`config.mk`:
```
export PLATFORM = sky130hd
export DESIGN_NAME = multicycle_control_unit
export DESIGN_NICKNAME = d
export VERILOG_FILES = /design/src/rtl/multicycle_control_unit.sv
export SDC_FILE = /design/constraint.sdc
export NUM_CORES = 1
export LEC_CHECK = 0
export CAP_MARGIN = 25
export CORE_MARGIN = 2
export CORE_UTILIZATION = 35
export DETAILED_ROUTE_END_ITERATION = 10
export PLACE_DENSITY = 0.79
export SYNTH_ARGS = -nofsm -noshare
export SYNTH_HDL_FRONTEND = slang
export SYNTH_SLANG_ARGS = --single-unit
```
`constraint.sdc`:
```
create_clock -name clk -period 2.5 [get_ports clk]
set_input_delay 0.375 -clock clk [delete_from_list [all_inputs] [get_ports clk]]
set_output_delay 0.375 -clock clk [all_outputs]
set_load 0.1 [all_outputs]
```
`src/rtl/multicycle_control_unit.sv`:
```
// Moore control FSM for the multicycle RV32I datapath, one microstep per clock.
// Optional retired-instruction counter enabled by defining MULTICYCLE_CTRL_INSTRET_EN.
module multicycle_control_unit #(
  parameter int unsigned ILLEGAL_HALT = 1
`ifdef MULTICYCLE_CTRL_INSTRET_EN
  ,
  parameter int unsigned CNT_WIDTH    = 32
`endif
) (
  input  logic       clk,
  input  logic       reset,
  input  logic [6:0] opcode,
  input  logic [2:0] funct3,
  input  logic       funct7_5,
  input  logic       zero,
  output logic       PCWrite,
  output logic       AdrSrc,
  output logic       MemWrite,
  output logic       IRWrite,
  output logic       RegWrite,
  output logic [1:0] ALUSrcA,
  output logic [1:0] ALUSrcB,
  output logic [1:0] ResultSrc,
  output logic [2:0] ImmSel,
  output logic [3:0] ALUControl,
`ifdef MULTICYCLE_CTRL_INSTRET_EN
  output logic [CNT_WIDTH-1:0] instret,
`endif
  output logic       illegal
);

  localparam logic [6:0] OP_LOAD   = 7'b0000011;
  localparam logic [6:0] OP_STORE  = 7'b0100011;
  localparam logic [6:0] OP_RTYPE  = 7'b0110011;
  localparam logic [6:0] OP_ITYPE  = 7'b0010011;
  localparam logic [6:0] OP_BRANCH = 7'b1100011;
  localparam logic [6:0] OP_JAL    = 7'b1101111;
  localparam logic [6:0] OP_LUI    = 7'b0110111;

  localparam logic [2:0] IMM_I = 3'd0;
  localparam logic [2:0] IMM_S = 3'd1;
  localparam logic [2:0] IMM_B = 3'd2;
  localparam logic [2:0] IMM_U = 3'd3;
  localparam logic [2:0] IMM_J = 3'd4;

  localparam logic [3:0] ALU_ADD   = 4'd0;
  localparam logic [3:0] ALU_SUB   = 4'd1;
  localparam logic [3:0] ALU_AND   = 4'd2;
  localparam logic [3:0] ALU_OR    = 4'd3;
  localparam logic [3:0] ALU_XOR   = 4'd4;
  localparam logic [3:0] ALU_SLL   = 4'd5;
  localparam logic [3:0] ALU_SRL   = 4'd6;
  localparam logic [3:0] ALU_SRA   = 4'd7;
  localparam logic [3:0] ALU_SLT   = 4'd8;
  localparam logic [3:0] ALU_SLTU  = 4'd9;
  localparam logic [3:0] ALU_PASSB = 4'd10;

  typedef enum logic [3:0] {
    S_FETCH    = 4'd0,
    S_DECODE   = 4'd1,
    S_MEMADR   = 4'd2,
    S_MEMREAD  = 4'd3,
    S_MEMWB    = 4'd4,
    S_MEMWRITE = 4'd5,
    S_EXECR    = 4'd6,
    S_EXECI    = 4'd7,
    S_ALUWB    = 4'd8,
    S_JAL      = 4'd9,
    S_BRANCH   = 4'd10,
    S_LUI      = 4'd11,
    S_TRAP     = 4'd12
  } state_e;

  state_e state_q, state_d;
  logic   pc_we, mem_we, ir_we, rf_we;

  // Immediate forms never subtract: funct7_5 only distinguishes SRAI from SRLI.
  function automatic logic [3:0] alu_dec(input logic [2:0] f3, input logic f7, input logic is_imm);
    case (f3)
      3'b000:  alu_dec = (f7 && !is_imm) ? ALU_SUB : ALU_ADD;
      3'b001:  alu_dec = ALU_SLL;
      3'b010:  alu_dec = ALU_SLT;
      3'b011:  alu_dec = ALU_SLTU;
      3'b100:  alu_dec = ALU_XOR;
      3'b101:  alu_dec = f7 ? ALU_SRA : ALU_SRL;
      3'b110:  alu_dec = ALU_OR;
      default: alu_dec = ALU_AND;
    endcase
  endfunction

  always_ff @(posedge clk or negedge reset) begin
    if (!reset) state_q <= S_FETCH;
    else        state_q <= state_d;
  end

  always_comb begin
    state_d    = S_FETCH;
    pc_we      = 1'b0;
    AdrSrc     = 1'b0;
    mem_we     = 1'b0;
    ir_we      = 1'b0;
    rf_we      = 1'b0;
    ALUSrcA    = 2'd0;
    ALUSrcB    = 2'd0;
    ResultSrc  = 2'd0;
    ImmSel     = IMM_I;
    ALUControl = ALU_ADD;
    illegal    = 1'b0;
    case (state_q)
      S_FETCH: begin
        ir_we     = 1'b1;
        pc_we     = 1'b1;
        ALUSrcB   = 2'd2;
        ResultSrc = 2'd2;
        state_d   = S_DECODE;
      end
      S_DECODE: begin
        ALUSrcA = 2'd1;
        ALUSrcB = 2'd1;
        case (opcode)
          OP_LOAD:   begin ImmSel = IMM_I; state_d = S_MEMADR; end
          OP_STORE:  begin ImmSel = IMM_S; state_d = S_MEMADR; end
          OP_RTYPE:  state_d = S_EXECR;
          OP_ITYPE:  begin ImmSel = IMM_I; state_d = S_EXECI; end
          OP_BRANCH: begin ImmSel = IMM_B; state_d = S_BRANCH; end
          OP_JAL:    begin ImmSel = IMM_J; state_d = S_JAL; end
          OP_LUI:    begin ImmSel = IMM_U; state_d = S_LUI; end
          default:   state_d = (ILLEGAL_HALT != 0) ? S_TRAP : S_FETCH;
        endcase
      end
      S_MEMADR: begin
        ALUSrcA = 2'd2;
        ALUSrcB = 2'd1;
        if (opcode == OP_STORE) begin
          ImmSel  = IMM_S;
          state_d = S_MEMWRITE;
        end else begin
          ImmSel  = IMM_I;
          state_d = S_MEMREAD;
        end
      end
      S_MEMREAD: begin
        AdrSrc  = 1'b1;
        state_d = S_MEMWB;
      end
      S_MEMWB: begin
        ResultSrc = 2'd1;
        rf_we     = 1'b1;
        state_d   = S_FETCH;
      end
      S_MEMWRITE: begin
        AdrSrc  = 1'b1;
        mem_we  = 1'b1;
        state_d = S_FETCH;
      end
      S_EXECR: begin
        ALUSrcA    = 2'd2;
        ALUControl = alu_dec(funct3, funct7_5, 1'b0);
        state_d    = S_ALUWB;
      end
      S_EXECI: begin
        ALUSrcA    = 2'd2;
        ALUSrcB    = 2'd1;
        ALUControl = alu_dec(funct3, funct7_5, 1'b1);
        state_d    = S_ALUWB;
      end
      S_ALUWB: begin
        rf_we   = 1'b1;
        state_d = S_FETCH;
      end
      S_JAL: begin
        ALUSrcA = 2'd1;
        ALUSrcB = 2'd2;
        pc_we   = 1'b1;
        state_d = S_ALUWB;
      end
      S_BRANCH: begin
        ALUSrcA    = 2'd2;
        ALUControl = ALU_SUB;
        case (funct3)
          3'b000:  pc_we = zero;
          3'b001:  pc_we = !zero;
          default: pc_we = 1'b0;
        endcase
        state_d = S_FETCH;
      end
      S_LUI: begin
        ALUSrcB    = 2'd1;
        ImmSel     = IMM_U;
        ALUControl = ALU_PASSB;
        state_d    = S_ALUWB;
      end
      S_TRAP: begin
        illegal = 1'b1;
        state_d = S_TRAP;
      end
      default: state_d = S_FETCH;
    endcase
  end

  // FETCH is held during reset, so its enables must be masked by reset itself.
  assign PCWrite  = pc_we  & reset;
  assign MemWrite = mem_we & reset;
  assign IRWrite  = ir_we  & reset;
  assign RegWrite = rf_we  & reset;

`ifdef MULTICYCLE_CTRL_INSTRET_EN
  logic [CNT_WIDTH-1:0] instret_q, instret_d;
  logic                 retire;

  assign retire = (state_q == S_MEMWB) || (state_q == S_MEMWRITE) ||
                  (state_q == S_ALUWB) || (state_q == S_BRANCH);

  always_comb begin
    instret_d = instret_q;
    if (retire) instret_d = instret_q + {{(CNT_WIDTH-1){1'b0}}, 1'b1};
  end

  always_ff @(posedge clk or negedge reset) begin
    if (!reset) instret_q <= '0;
    else        instret_q <= instret_d;
  end

  assign instret = instret_q;
`endif

endmodule

```
# Word-level counts from Yosys, hierarchy flattened
# Cells that the tools add are included.
[classes]
n_eq_ne = 25
mux = 21
bitwise = 4
n_reduce_logical = 11
[op_table]
columns = ["cell", "count"]
rows = [
  ["$pmux W4 S7", 2],
  ["$pmux W4 S6", 2],
  ["$eq A7 B6 Y1 const B", 3],
  ["$eq A4 B4 Y1 const B", 5],
  ["$eq A4 B3 Y1 const B", 4],
  ["$pmux W4 S4", 1],
  ["$eq A7 B7 Y1 const B", 2],
  ["$pmux W2 S2", 3],
  ["$pmux W3 S4", 1],
  ["$reduce_or A4 Y1", 3],
  ["$reduce_or A2 Y1", 5],
  ["$eq A3 B3 Y1 const B", 3],
  ["$pmux W3 S3", 1],
  ["$eq A4 B2 Y1 const B", 2],
  ["$mux W1", 8],
  ["$eq A7 B2 Y1 const B", 1],
  ["$eq A7 B5 Y1 const B", 1],
  ["$eq A3 B2 Y1 const B", 2],
  ["$and A1 B1 Y1", 4],
  ["$eq A4 B1 Y1 const B", 1],
  ["$logic_not A4 Y1", 1],
  ["$pmux W1 S2", 2],
  ["$eq A3 B1 Y1 const B", 1],
  ["$logic_not A3 Y1", 1],
  ["other kinds (2)", 2],
]
[word_totals]
regBits = 4
input_bits = 14

# Longest topological paths before layout
# Gate-level depths: netlist of the first run.
[depth]
depth_word = 4
mapped_depth = 5

# Worst setup path before layout of the first run
# Ideal clock, no wire load.
[synth_path]
path_type = "register -> output"
startpoint = "register state_q[0]"
endpoint = "output PCWrite"
arrival_ps = 4199
required_time_ps = 2125
setup_slack_ps = -2074
path_stages_with_launch = 6
path_cell_list = "dfrtp_1 -> buf_6 -> xor2_1 -> nor3_1 -> a31oi_1 -> nor2b_1"
[synth_via]
elab_chain_cells = 4
word_cells_on_any_way = 6
[synth_rtl]
columns = ["element", "line_no", "source"]
rows = [
  ["start: declaration", "74", "state_e state_q, state_d;"],
  ["start signal: assignment", "93", "else state_q <= state_d;"],
  ["$eq A4 B4 Y1 or $logic_not A4 Y1 (tied branches)", "109", "case (state_q)"],
  ["$reduce_or A2 Y1 (no source line)", "-", ""],
  ["$pmux W1 S2 (*)", "109", ""],
  ["$and A1 B1 Y1 (*)", "202", "assign PCWrite = pc_we & reset;"],
  ["end: declaration", "16", "output logic PCWrite,"],
]
# Mark *: on every way between the ends. The rest lies on a longest branch, timed or not.

# Worst setup path in the final report of the first run
[layout_path]
startpoint = "input opcode[3]"
endpoint = "output ImmSel[0]"
[layout_via]
elab_chain_cells = 3
word_cells_on_any_way = 7
[layout_rtl]
columns = ["element", "line_no", "source"]
rows = [
  ["start: declaration", "12", "input logic [6:0] opcode,"],
  ["$eq A7 B6 Y1 (tied with other cells)", "120", "case (opcode)"],
  ["$pmux W3 S4 or $mux W1 (tied branches)", "120, 134", ""],
  ["$pmux W3 S3 (*)", "109", ""],
  ["end: declaration", "24", "output logic [2:0] ImmSel,"],
]
# Marked as above.

==> flow_metrics.tcl, run 1 <==
set metrics [dict create \
    synth_ff_type "dfrtp_1" \
    clock-skew-final_ns 0.00315 \
    swShare_pct 61.9 \
    via_count 879 \
    layoutNonFillerInstCount 161 \
    maxCapViolations 0 \
    fin_area_mm2 0.00136 \
    place.gp.congestion 0.814 \
    cts_resized 0 \
    period_share_pct 96.7 \
    clock_latency_ns 0.23 \
    ir_drop_uv 1030 \
    dp_hpwl_um 1720 \
    synth_cell_types 44 \
    final_nets 150 \
    fp.dieW_um 50.2 \
    n_antenna_cell 0 \
    power.internal_mw 0.581 \
    largest_register_ffs 4 \
    crit_fanout 4 \
    clock_power_share_pct 4.9 \
    dieHeight_um 50.2 \
    finalCriticalPeriod_ns 2.42 \
    ys_seq_area_share_pct 13.4 \
    endpoint "ImmSel[0]" \
    cts_buffers 3 \
    post-cts-setup-buffer-count 0 \
    critical_path_class "input port to output port" \
    drtAntennaViolNets 0 \
    finalSetupTns_ns 0 \
    required_ns 2.12 \
    rows 16 \
    p_per_area_mw_per_mm2 1120 \
    setup_violations 0 \
    path_clk_slew_ns 0.04 \
    r2r_setup_slack_ns 1.00 \
    syn_nets 114 \
    wl_per_cell_um 13.2 \
    place_ws_ns 0.0810 \
    postSynthAreaPerCell_um2 7.46 \
    cts_sinks 4 \
    reg2reg_from "state_q[3]" \
    ios 33 \
    grt_max_degree 19 \
    clockBufferDepth 2 \
    dieArea_mm2 0.00252 \
    core_area_mm2 0.00198 \
    ff_latch_area_um2 100 \
    finalHoldViolCount 0 \
    status "finished clean" \
    grt_pass1_wl_um 3770 \
    min_path_type "input port to async pin" \
    grt-ovfl-total 0 \
    path_cells "clkdlybuf4s50_1, and4bb_1, nand3b_1, or4_4, o211ai_2, buf_12" \
    cp-startpoint "opcode[3]" \
    numPortBuffers 32 \
    reg2reg_depth 4 \
    worst_slack_ns 0.0826 \
    drt_iter0_drc 8 \
    synth-seq-cells 4 \
    ys_warn_count 0 \
    first_global_vias 884 \
    drive_above_1_share_pct 36.6 \
    critPathSlowestCell "or4_4" \
    cts_tree "built" \
    drc_errors 0 \
    start_util_pct 37.6 \
    worstReg2RegEnd "state_q[2]" \
    placed_cell_area_mm2 0.00134 \
    p_leak_nw 0.513 \
    routed_wl_um 2120 \
    power_frac_seq_pct 10.2 \
    drv_slew 0 \
    htreeDepth 1 \
    switchingPower_mw 0.943 \
    max_freq_mhz 414 \
    async_reset_ff_share_pct 100 \
    synth-edff-count 0 \
    rsz0062_at_grt "no" \
    synthCells 100 \
    place_inst 158 \
    crit_path_end_kind "output port" \
    top_regs "state_q x4" \
    syn_area_um2 746 \
    multi_input_area_um2 651 \
    syn_to_final_growth_pct 82.6 \
    root_buffer "clkbuf_4" \
    arrival_ns 2.04 \
    setup.worst_path.start_class "input port" \
    top_register "state_q" \
    gr-usage-all-layers_pct 18.8 \
    p_comb_share_pct 84.9 \
    antenna_found_initial 0 \
    vias_per_cell 5.46 \
    slew_headroom_pct 60.1 \
    cts_hold_buffers 0 \
    n_fill_cell 151 \
    dr.pass1.iters 4 \
    cpPeakStageDelay_ns 0.49 \
    tightest_slew_ns 0.599 \
]
[layout by cell type, fill, tap and decap left out, types with 2 or more instances in the layout]
cell,n
buf_12,18
inv_1,3
clkbuf_4,3
nor4_4,3
nand2b_1,5
and3_1,2
nand3_1,5
xor2_1,4
and4bb_1,2
dfrtp_1,4
a21oi_2,4
buf_4,7
o211ai_1,4
clkdlybuf4s50_1,13
nor2_1,9
nor2b_1,2
nor3_2,4
nand2_1,10
a31oi_1,3
[cells in the mapped netlist, types with 2 or more instances]
library cell | n | area share, %
o211ai_1 | 4 | 4.0
nor2b_1 | 3 | 2.5
and4bb_1 | 2 | 3.4
buf_6 | 5 | 7.5
dfrtp_1 | 4 | 13
nor2_1 | 10 | 5.0
xor2_1 | 4 | 4.7
a31oi_1 | 3 | 2.5
nand3_1 | 5 | 3.4
inv_1 | 3 | 1.5
nand2b_1 | 5 | 4.2
and3_1 | 2 | 1.7
a21oi_1 | 5 | 3.4
nor3_1 | 4 | 2.7
nand2_1 | 10 | 5.0
nor4_1 | 3 | 2.5
[critical path: cells and delay by family]
family / cells / cell delay, ns
AOI/OAI and AO/OA: 1 / 0.10
and+or+nand+nor: 3 / 0.90
buffers and inverters: 2 / 0.65
[final cells by class]
cell class | instances | share of cell area, %
repair buffers | 38 | 39.9
flip-flops and latches | 4 | 7.35
inverters | 3 | 0.827
multi-input cells | 86 | 47.8
clock buffers | 3 | 1.65
well taps | 27 | 2.48
[kinds of logic after synthesis]
family / synth area share [%]
simple gates: 43.3
xor+xnor: 5.87
flops: 13.4
compound gates: 23.8
mux: 2.85
buf+inv: 10.7
[routing by layer]
layer	GRT usage [%]	wire length, um	vias up
li1	-	-	445
met1	21.2	886	408
met4	5.56	0	0
met2	37.1	1130	26
met3	1.19	101	0
met5	0	0	-
[stage by stage]
step	util, %	total power [mW]	hold slack [ns]
after global placement	67.6	1.44	0.544
final	68.7	1.52	0.383
after CTS	68.7	1.53	0.388
after detailed placement	67.6	1.45	0.528
after global routing	68.7	1.59	0.402
after floorplan	-	1.08	0.0794
[power groups by stage]
stage / logic, mW / clock network (mW) / registers [mW]
floorplan: 0.972 / 0 / 0.103
global placement: 1.29 / 0 / 0.157
detailed placement: 1.30 / 0 / 0.156
CTS: 1.30 / 0.0779 / 0.155
global route: 1.35 / 0.0850 / 0.162
finish: 1.29 / 0.0751 / 0.156
[worst min-delay path by stage]
| stage | slack (ns) | end | cells after the start |
|---|---|---|---|
| detailed placement | 0.53 | state_q[0] | 1 |
| finish | 0.38 | state_q[2] | 1 |
| global route | 0.40 | state_q[1] | 1 |
| floorplan | 0.08 | state_q[0] | 0 |
| CTS | 0.39 | state_q[2] | 1 |
| global placement | 0.54 | state_q[0] | 1 |
(Power assumes the default switching activity.)
==> run 2, diff against run 1 <==
ABC_CLOCK_PERIOD_IN_PS = 2500   (was unset)
SLEW_MARGIN = 25   (was unset)
==> results of run 2 <==
The final DEF is identical to that of run 1; final timing and power are the same.
==> run 3, diff against run 2 <==
--- a/config.mk
+++ b/config.mk
@@ -12,4 +12,5 @@
 export DETAILED_ROUTE_END_ITERATION = 10
 export PLACE_DENSITY = 0.79
+export SKIP_CTS_REPAIR_TIMING = 1
 export SLEW_MARGIN = 25
 export SYNTH_ARGS = -nofsm -noshare
==> constraint.sdc (replaced) <==
create_clock -name clk -period 2.5 [get_ports clk]
set_input_delay 0.375 -clock clk [delete_from_list [all_inputs] [get_ports clk]]
set_output_delay 0.375 -clock clk [all_outputs]
set_load 0.02 [all_outputs]
==> run 3 against run 2 <==
Net effect:
- critical endpoint unchanged
- largest power group unchanged
- sequential share of layout area is 0.93 points higher
- sequential cell count stayed put
- combinational power is 48% lower
==> flow_metrics.tcl, run 3 (synthesized netlist as in run 1, its figures left out) <==
set metrics [dict create \
    status "finished clean" \
    place_inst 170 \
    drive_above_1_share_pct 20.5 \
    p_leak_nw 0.587 \
    slew_headroom_pct 72.1 \
    swShare_pct 47.6 \
    utilization_pct 61.0 \
    p_comb_share_pct 76.3 \
    antenna_found_initial 0 \
    syn_to_final_growth_pct 62.1 \
    required_ns 2.12 \
    clock-skew-final_ns 0.00170 \
    vias_per_cell 5.41 \
    first_global_vias 920 \
    clock_latency_ns 0.23 \
    period_share_pct 97.1 \
    root_buffer "clkbuf_4" \
    grt_pass1_wl_um 4010 \
    final_cell_mix "25 x clkdlybuf4s50_1, 18 x buf_4, 10 x nand2_1, 9 x nor2_1, 7 x dlymetal6s2s_1" \
    numPortBuffers 32 \
    dp_hpwl_um 1830 \
    critical_path_class "input port to output port" \
    min_path_type "input port to async pin" \
    crit_fanout 3 \
    cts_sinks 4 \
    place.gp.congestion 0.827 \
    power.internal_mw 0.458 \
    drv_slew 0 \
    rsz0062_at_grt "no" \
    clock_power_share_pct 9.0 \
    reg2reg_depth 5 \
    final_nets 162 \
    cts_tree "built" \
    drt_iter0_drc 9 \
    largest_register_ffs 4 \
    clockBufferDepth 2 \
    fin_hold_ws_ns 0.528 \
    dr.pass1.iters 4 \
    drc_errors 0 \
    top_register "state_q" \
    r2r_setup_slack_ns 1.25 \
    ios 33 \
    reg2reg_from "state_q[1]" \
    max_freq_mhz 412 \
    grt_max_degree 19 \
    tightest_slew_ns 0.418 \
    setup.worst_path.start_class "input port" \
    ir_drop_uv 363 \
    gr-usage-all-layers_pct 20.0 \
    rows 16 \
    power_frac_seq_pct 14.8 \
    cts_buffers 3 \
    setup_violations 0 \
    worst_slack_ns 0.0727 \
    finalCriticalPeriod_ns 2.43 \
    dieArea_mm2 0.00252 \
    mostFrequentLayoutCell "clkdlybuf4s50_1" \
    layoutNonFillerInstCount 173 \
    dieHeight_um 50.2 \
    arrival_ns 2.05 \
    core_area_mm2 0.00198 \
    via_count 936 \
    start_util_pct 37.6 \
    place_ws_ns -0.310 \
    n_antenna_cell 0 \
    fp.dieW_um 50.2 \
    finalHoldViolCount 0 \
    path_clk_slew_ns 0.04 \
    top_regs "state_q x4" \
    switchingPower_mw 0.417 \
    wl_per_cell_um 13.0 \
    cp-startpoint "opcode[3]" \
    maxCapViolations 0 \
    power_mw 0.875 \
    routed_wl_um 2250 \
    crit_path_end_kind "output port" \
    p_per_area_mw_per_mm2 724 \
    drtAntennaViolNets 0 \
    grt-ovfl-total 0 \
    htreeDepth 1 \
]
-- run 3: cell count changes in the layout (fill, tap and decap cells not counted), moves of 3 or more --
cell | before | now
nor3_2 | 4 | 1
a21oi_1 | 1 | 5
nor4_4 | 3 | 0
a21oi_2 | 4 | 0
nor4_1 | 0 | 3
dlymetal6s2s_1 | 0 | 7
buf_12 | 18 | 0
buf_4 | 7 | 18
nor3_1 | 1 | 4
clkdlybuf4s50_1 | 13 | 25
-- run 3: layer usage --
layer / vias up / track usage [%] / routed length, um
li1: 465 / - / -
met1: 427 / 23.6 / 902
met2: 38 / 37.3 / 1170
met3: 6 / 0.893 / 124
met4: 0 / 8.33 / 48
met5: - / 0 / 0
-- run 3: power groups by stage --
stage / Clock [mW] / Sequential [mW] / Combinational, mW
after CTS: 0.0813 / 0.129 / 0.669
after global placement: 0 / 0.129 / 0.651
after floorplan: 0 / 0.103 / 0.444
final: 0.0785 / 0.129 / 0.667
after detailed placement: 0 / 0.130 / 0.668
after global routing: 0.0834 / 0.134 / 0.738
-- run 3: metrics by stage --
stage	setup TNS, ns	cell area [um^2]
after floorplan	0	746
after detailed placement	-0.497	1170
after CTS	-0.534	1190
final	0	1210
after global routing	0	1210
after global placement	-0.339	1170
-- run 3: worst paths after layout --
| path | to |
|---|---|
| max in group asynchronous | state_q[3] |
| min | state_q[0] |
| min reg2reg | state_q[0] |
| max | ImmSel[0] |
| max reg2reg | state_q[2] |
| min in group clk | state_q[0] |
-- run 3: worst max-delay path, stage by stage --
cell and delay [ns]:
clkdlybuf4s50_1 0.43, and4bb_1 0.32, nand3b_1 0.11, or4_4 0.50, o211ai_2 0.08, dlymetal6s2s_1 0.24
-- run 3: final cells by class --
| cell class | count | area [um^2] |
|---|---|---|
| clock buffers | 3 | 22.5 |
| fillers | 178 | 773 |
| inverters | 3 | 11.3 |
| multi-input cells | 86 | 568 |
| flip-flops and latches | 4 | 100 |
| well taps | 27 | 33.8 |
| repair buffers | 50 | 473 |
